**src/rtl/multu_hilo_unit.sv**
```systemverilog
// multu_hilo_unit: iterative unsigned shift-add multiplier with the architectural HI/LO pair.
// Latency: WIDTH busy cycles after the accepting edge, then a one-cycle done (FIN) with HI/LO updated.
// Backpressure: stall = busy & (mf_req | start); a start while busy is ignored and must be re-presented.
//
// Ports:
//   clk            rising-edge clock
//   reset          asynchronous, active-high reset
//   start          MULTU in EX, accepted in IDLE or FIN
//   src_a, src_b   multiplicand / multiplier, latched on the accepting edge
//   mf_req         MFHI/MFLO in EX (only affects stall)
//   busy           multiply in progress (state == RUN)
//   done           one-cycle pulse while hi/lo hold a fresh product (state == FIN)
//   stall          hold IF/ID/EX this cycle
//   hi, lo         upper / lower halves of the last completed product
//
// Build option: define MULTU_EARLY_EXIT_EN to leave RUN as soon as the remaining
// multiplier bits are all zero (busy = index of highest set bit of src_b + 1, minimum 1).
module multu_hilo_unit #(
  parameter int WIDTH = 32
) (
  input  logic             clk,
  input  logic             reset,
  input  logic             start,
  input  logic [WIDTH-1:0] src_a,
  input  logic [WIDTH-1:0] src_b,
  input  logic             mf_req,
  output logic             busy,
  output logic             done,
  output logic             stall,
  output logic [WIDTH-1:0] hi,
  output logic [WIDTH-1:0] lo
);

  localparam int CW = (WIDTH > 1) ? $clog2(WIDTH) : 1;

  typedef enum logic [1:0] {IDLE, RUN, FIN} state_t;

  state_t           state_q, state_d;
  logic [WIDTH-1:0] a_q, a_d;
  logic [WIDTH-1:0] acc_q, acc_d;   // upper half of the running product
  logic [WIDTH-1:0] mlr_q, mlr_d;   // product low bits shift in from the top, multiplier bits leave at bit 0
  logic [CW-1:0]    cnt_q, cnt_d;
  logic [WIDTH-1:0] hi_q, hi_d;
  logic [WIDTH-1:0] lo_q, lo_d;

  logic [WIDTH:0]     sum;          // one extra bit keeps the carry of every add
  logic [WIDTH-1:0]   step_acc;
  logic [WIDTH-1:0]   step_mlr;
  logic               last_step;
  logic [2*WIDTH-1:0] product;

  // One shift-add step: add the multiplicand if the current multiplier bit is set,
  // then shift the {carry, acc, mlr} chain right by one.
  always_comb begin
    sum      = {1'b0, acc_q} + (mlr_q[0] ? {1'b0, a_q} : {(WIDTH+1){1'b0}});
    step_acc = sum[WIDTH:1];
    step_mlr = {sum[0], mlr_q[WIDTH-1:1]};
  end

`ifdef MULTU_EARLY_EXIT_EN
  // Bits [WIDTH-1-cnt:1] of mlr_q are the multiplier bits not yet consumed after this step.
  logic [WIDTH-1:0] rem_mask;
  assign rem_mask  = ({WIDTH{1'b1}} >> cnt_q) & ~WIDTH'(1);
  assign last_step = (cnt_q == CW'(WIDTH-1)) || ((mlr_q & rem_mask) == '0);
  // Skipped steps would only have shifted zeros in; apply that shift in one go.
  assign product   = {step_acc, step_mlr} >> (CW'(WIDTH-1) - cnt_q);
`else
  assign last_step = (cnt_q == CW'(WIDTH-1));
  assign product   = {step_acc, step_mlr};
`endif

  always_comb begin
    state_d = state_q;
    a_d     = a_q;
    acc_d   = acc_q;
    mlr_d   = mlr_q;
    cnt_d   = cnt_q;
    hi_d    = hi_q;
    lo_d    = lo_q;
    case (state_q)
      IDLE, FIN: begin
        if (start) begin
          state_d = RUN;
          a_d     = src_a;
          mlr_d   = src_b;
          acc_d   = '0;
          cnt_d   = '0;
        end else begin
          state_d = IDLE;
        end
      end
      RUN: begin
        acc_d = step_acc;
        mlr_d = step_mlr;
        cnt_d = cnt_q + CW'(1);
        if (last_step) begin
          // HI/LO change only here, so readers never see a partial product.
          state_d      = FIN;
          {hi_d, lo_d} = product;
        end
      end
      default: state_d = IDLE;
    endcase
  end

  always_ff @(posedge clk or posedge reset) begin
    if (reset) begin
      state_q <= IDLE;
      a_q     <= '0;
      acc_q   <= '0;
      mlr_q   <= '0;
      cnt_q   <= '0;
      hi_q    <= '0;
      lo_q    <= '0;
    end else begin
      state_q <= state_d;
      a_q     <= a_d;
      acc_q   <= acc_d;
      mlr_q   <= mlr_d;
      cnt_q   <= cnt_d;
      hi_q    <= hi_d;
      lo_q    <= lo_d;
    end
  end

  assign busy  = (state_q == RUN);
  assign done  = (state_q == FIN);
  assign stall = busy & (mf_req | start);
  assign hi    = hi_q;
  assign lo    = lo_q;

endmodule

```
**config.mk**
```make
export PLATFORM = sky130hd
export DESIGN_NAME = multu_hilo_unit
export DESIGN_NICKNAME = d
export VERILOG_FILES = /design/src/rtl/multu_hilo_unit.sv
export SDC_FILE = /design/constraint.sdc
export NUM_CORES = 1
export LEC_CHECK = 0
export ABC_AREA = 1
export CORE_ASPECT_RATIO = 1.25
export CORE_UTILIZATION = 59
export DETAILED_ROUTE_END_ITERATION = 10
export PLACE_DENSITY = 0.87
export SLEW_MARGIN = 20
export SYNTH_ARGS = -nofsm -noshare
export SYNTH_HDL_FRONTEND = slang
export SYNTH_SLANG_ARGS = --single-unit
```
**constraint.sdc**
```tcl
create_clock -name clk -period 7.9 [get_ports clk]
set_input_delay 1.185 -clock clk [delete_from_list [all_inputs] [get_ports clk]]
set_output_delay 1.185 -clock clk [all_outputs]
set_load 0.02 [all_outputs]
```
==> out/metrics.cfg <==
[clock_network]
postCtsHoldBufs=0
path_clk_slew_ns=0.07
cts_made_buffers=17
cts_tree=done
cts_setup_buffers=0
ctsResizeCount=0
cts.sinks=167
insertion_delay_ns=0.44
ctsRootBufferMaster=clkbuf_16
max-clock-path-buffers=2
htreeDepth=4

[setup_path]
crit_path_start=state_q[0]
cp_data_arrival_time_ns=2.83
setup.worst_path.class=reg2out
worst-endpoint-required_ns=6.71
cp_max_fo=47
cp-start-kind=flip-flop
r2r_start=state_q[0]
crit_path_end_kind=output pin

[detailed_routing]
avgViaCountPerCell=5.33
drcViolationCount=0
wl_mm=22.9
dr.pass1.iters=5
wire_per_inst_um=15.3
drt.antenna.violating_nets=0
routed-via-count=7981
drtIter0Drc=490

[global_route]
grt.met2_usage=0.527
grt_pass1_wl_mm=37.7
grt_max_degree=118
track_usage=0.301
grt_util_met3=0.0692
grt-busiest-layer=met2
antenna_found_initial=0
gr-total-overflow=0
first_global_vias=7878
met1_usage=0.365

[pwr]
power_density_mw_per_mm2=428
peakVddDrop_v=0.000252
leakagePower_nw=5.90

[layout]
area_delta_synth_final_pct=21.8
layout_common_cells=nand2_1, inv_1, dfrtp_1, clkdlybuf4s50_1, nand3_1
final_cells=1498
fin_area_mm2=0.0112
drive_gt1_frac=0.0783
layout.nets=1381
num_antenna_cells=0
layout_commonest_cell=nand2_1

[sta]
setup-violations-final=0
fin_setup_tns_ns=0
rsz0062_at_grt=no
drv_slew=0
final.min_clock_period_ns=4.02
skew_ns=0.0135
finalCritPeriodShare=0.508
relSlewSlack=0.315
fmax_mhz=249
worst_pin_slew_ns=1.03
final-hold-violation-count=0

[place]
hpwlAfterDp_mm=15.9
gp_congestion=0.960
portBuffers=134
placed_area_mm2=0.0106
dp.cells=1467

[die]
die_area_mm2=0.0160
die_width_um=113
row_count=50
die_h_um=141
ios=135
start_util=0.607
core_mm2=0.0151

[run_status]
status=complete, no violations

[yosys]
syn_nets=1265
synth-edff-count=0
synth_cell_type_count=39
synth_top_area_frac=0.456
netlist_area_mm2=0.00916
synthFlopType=dfrtp_1
synth_cells=1162
avgSynthCellArea_um2=7.88
synth.area.top_cells=dfrtp_1, nand2_1, inv_1
ys_seq_elements=167
seq_area_frac_synth=0.456
async_flop_share=1.00
ys.warnings.count=0
synth_top_cell_by_area=dfrtp_1

[worst_hold_path]
hp-class=reg2reg
worstHoldStart=cnt_q[3]

[job]
drv_cap=0

[cells in the mapped netlist (all sizes together), types with 5 or more instances]
| cell | number |
|---|---|
| buf | 20 |
| dfrtp | 167 |
| nand3 | 96 |
| ha | 34 |
| o21ai | 56 |
| xnor2 | 10 |
| o221ai | 30 |
| a21oi | 23 |
| inv | 185 |
| nor2 | 54 |
| mux2 | 32 |
| clkbuf | 20 |
| nand2 | 405 |
| nand3b | 5 |
[cell families after synthesis]
group | share of synthesized area
buffers and inverters | 0.0982
AO/OA/AOI/OAI | 0.0809
flip-flops | 0.456
XOR/XNOR | 0.0124
AND/OR/NAND/NOR | 0.264
adder cells (fa/ha/maj) | 0.0486
multiplexers | 0.0394
[metrics by stage]
| stage | setup WS, ns | utilization | hold slack, ns | power [W] |
|---|---|---|---|---|
| final | 3.88 | 0.740 | 0.471 | 0.00478 |
| after global routing | 3.72 | 0.740 | 0.496 | 0.00513 |
| after CTS | 3.88 | 0.740 | 0.477 | 0.00477 |
| after detailed placement | 3.54 | 0.702 | 0.465 | 0.00392 |
| after global placement | 3.60 | 0.702 | 0.453 | 0.00384 |
| after floorplan | 2.20 | - | 0.440 | 0.00321 |
[path summary, 6_finish.rpt]
path                             to  slack, ns  cells after the start
min reg2reg                cnt_q[3]       0.47                      1
max                           stall       3.88                      5
min                        cnt_q[3]       0.47                      1
max reg2reg                mlr_q[0]       4.40                      7
min in group asynchronous    hi[14]       1.30                      2
max in group asynchronous   a_q[13]       5.42                      3
[routing by layer]
metal  part of all wire  vias to the layer above  routed length, um
met1               0.41                     3762               9430
met3              0.066                       48               1510
met2               0.50                      274              11400
met4              0.022                        0                504
li1                   -                     3897                  -
met5                  0                        -                  0
[flip-flops by register name, summed over array words and instances, names as in the netlist]
signal,flops
cnt_q,5
acc_q,32
mlr_q,32
state_q,2
hi,32
a_q,32
lo,32
[worst max-delay path, cell delays in order, from the launching register on]
cell and delay, ns:
dfrtp_1 0.38, inv_2 0.46, nor2_8 0.20, inv_2 0.68, nor2_1 0.08, clkdlybuf4s50_1 0.57
[cell type report]
| class | instances | area (um2) |
|---|---|---|
| fillers | 1151 | 3920 |
| clock inverters | 14 | 149 |
| well taps | 208 | 260 |
| flip-flops and latches | 167 | 4180 |
| clock buffers | 17 | 425 |
| repair buffers | 137 | 1360 |
| inverters | 185 | 702 |
| multi-input cells | 770 | 4080 |
[where the power goes]
| part | leakage (nW) | switching (W) | internal [W] | total, W |
|---|---|---|---|---|
| combinational | 3.66 | 0.00158 | 0.000954 | 0.00254 |
| sequential | 1.96 | 0.000194 | 0.00123 | 0.00142 |
| clock | 0.278 | 0.000379 | 0.000442 | 0.000821 |
(Power assumes the default switching activity.)
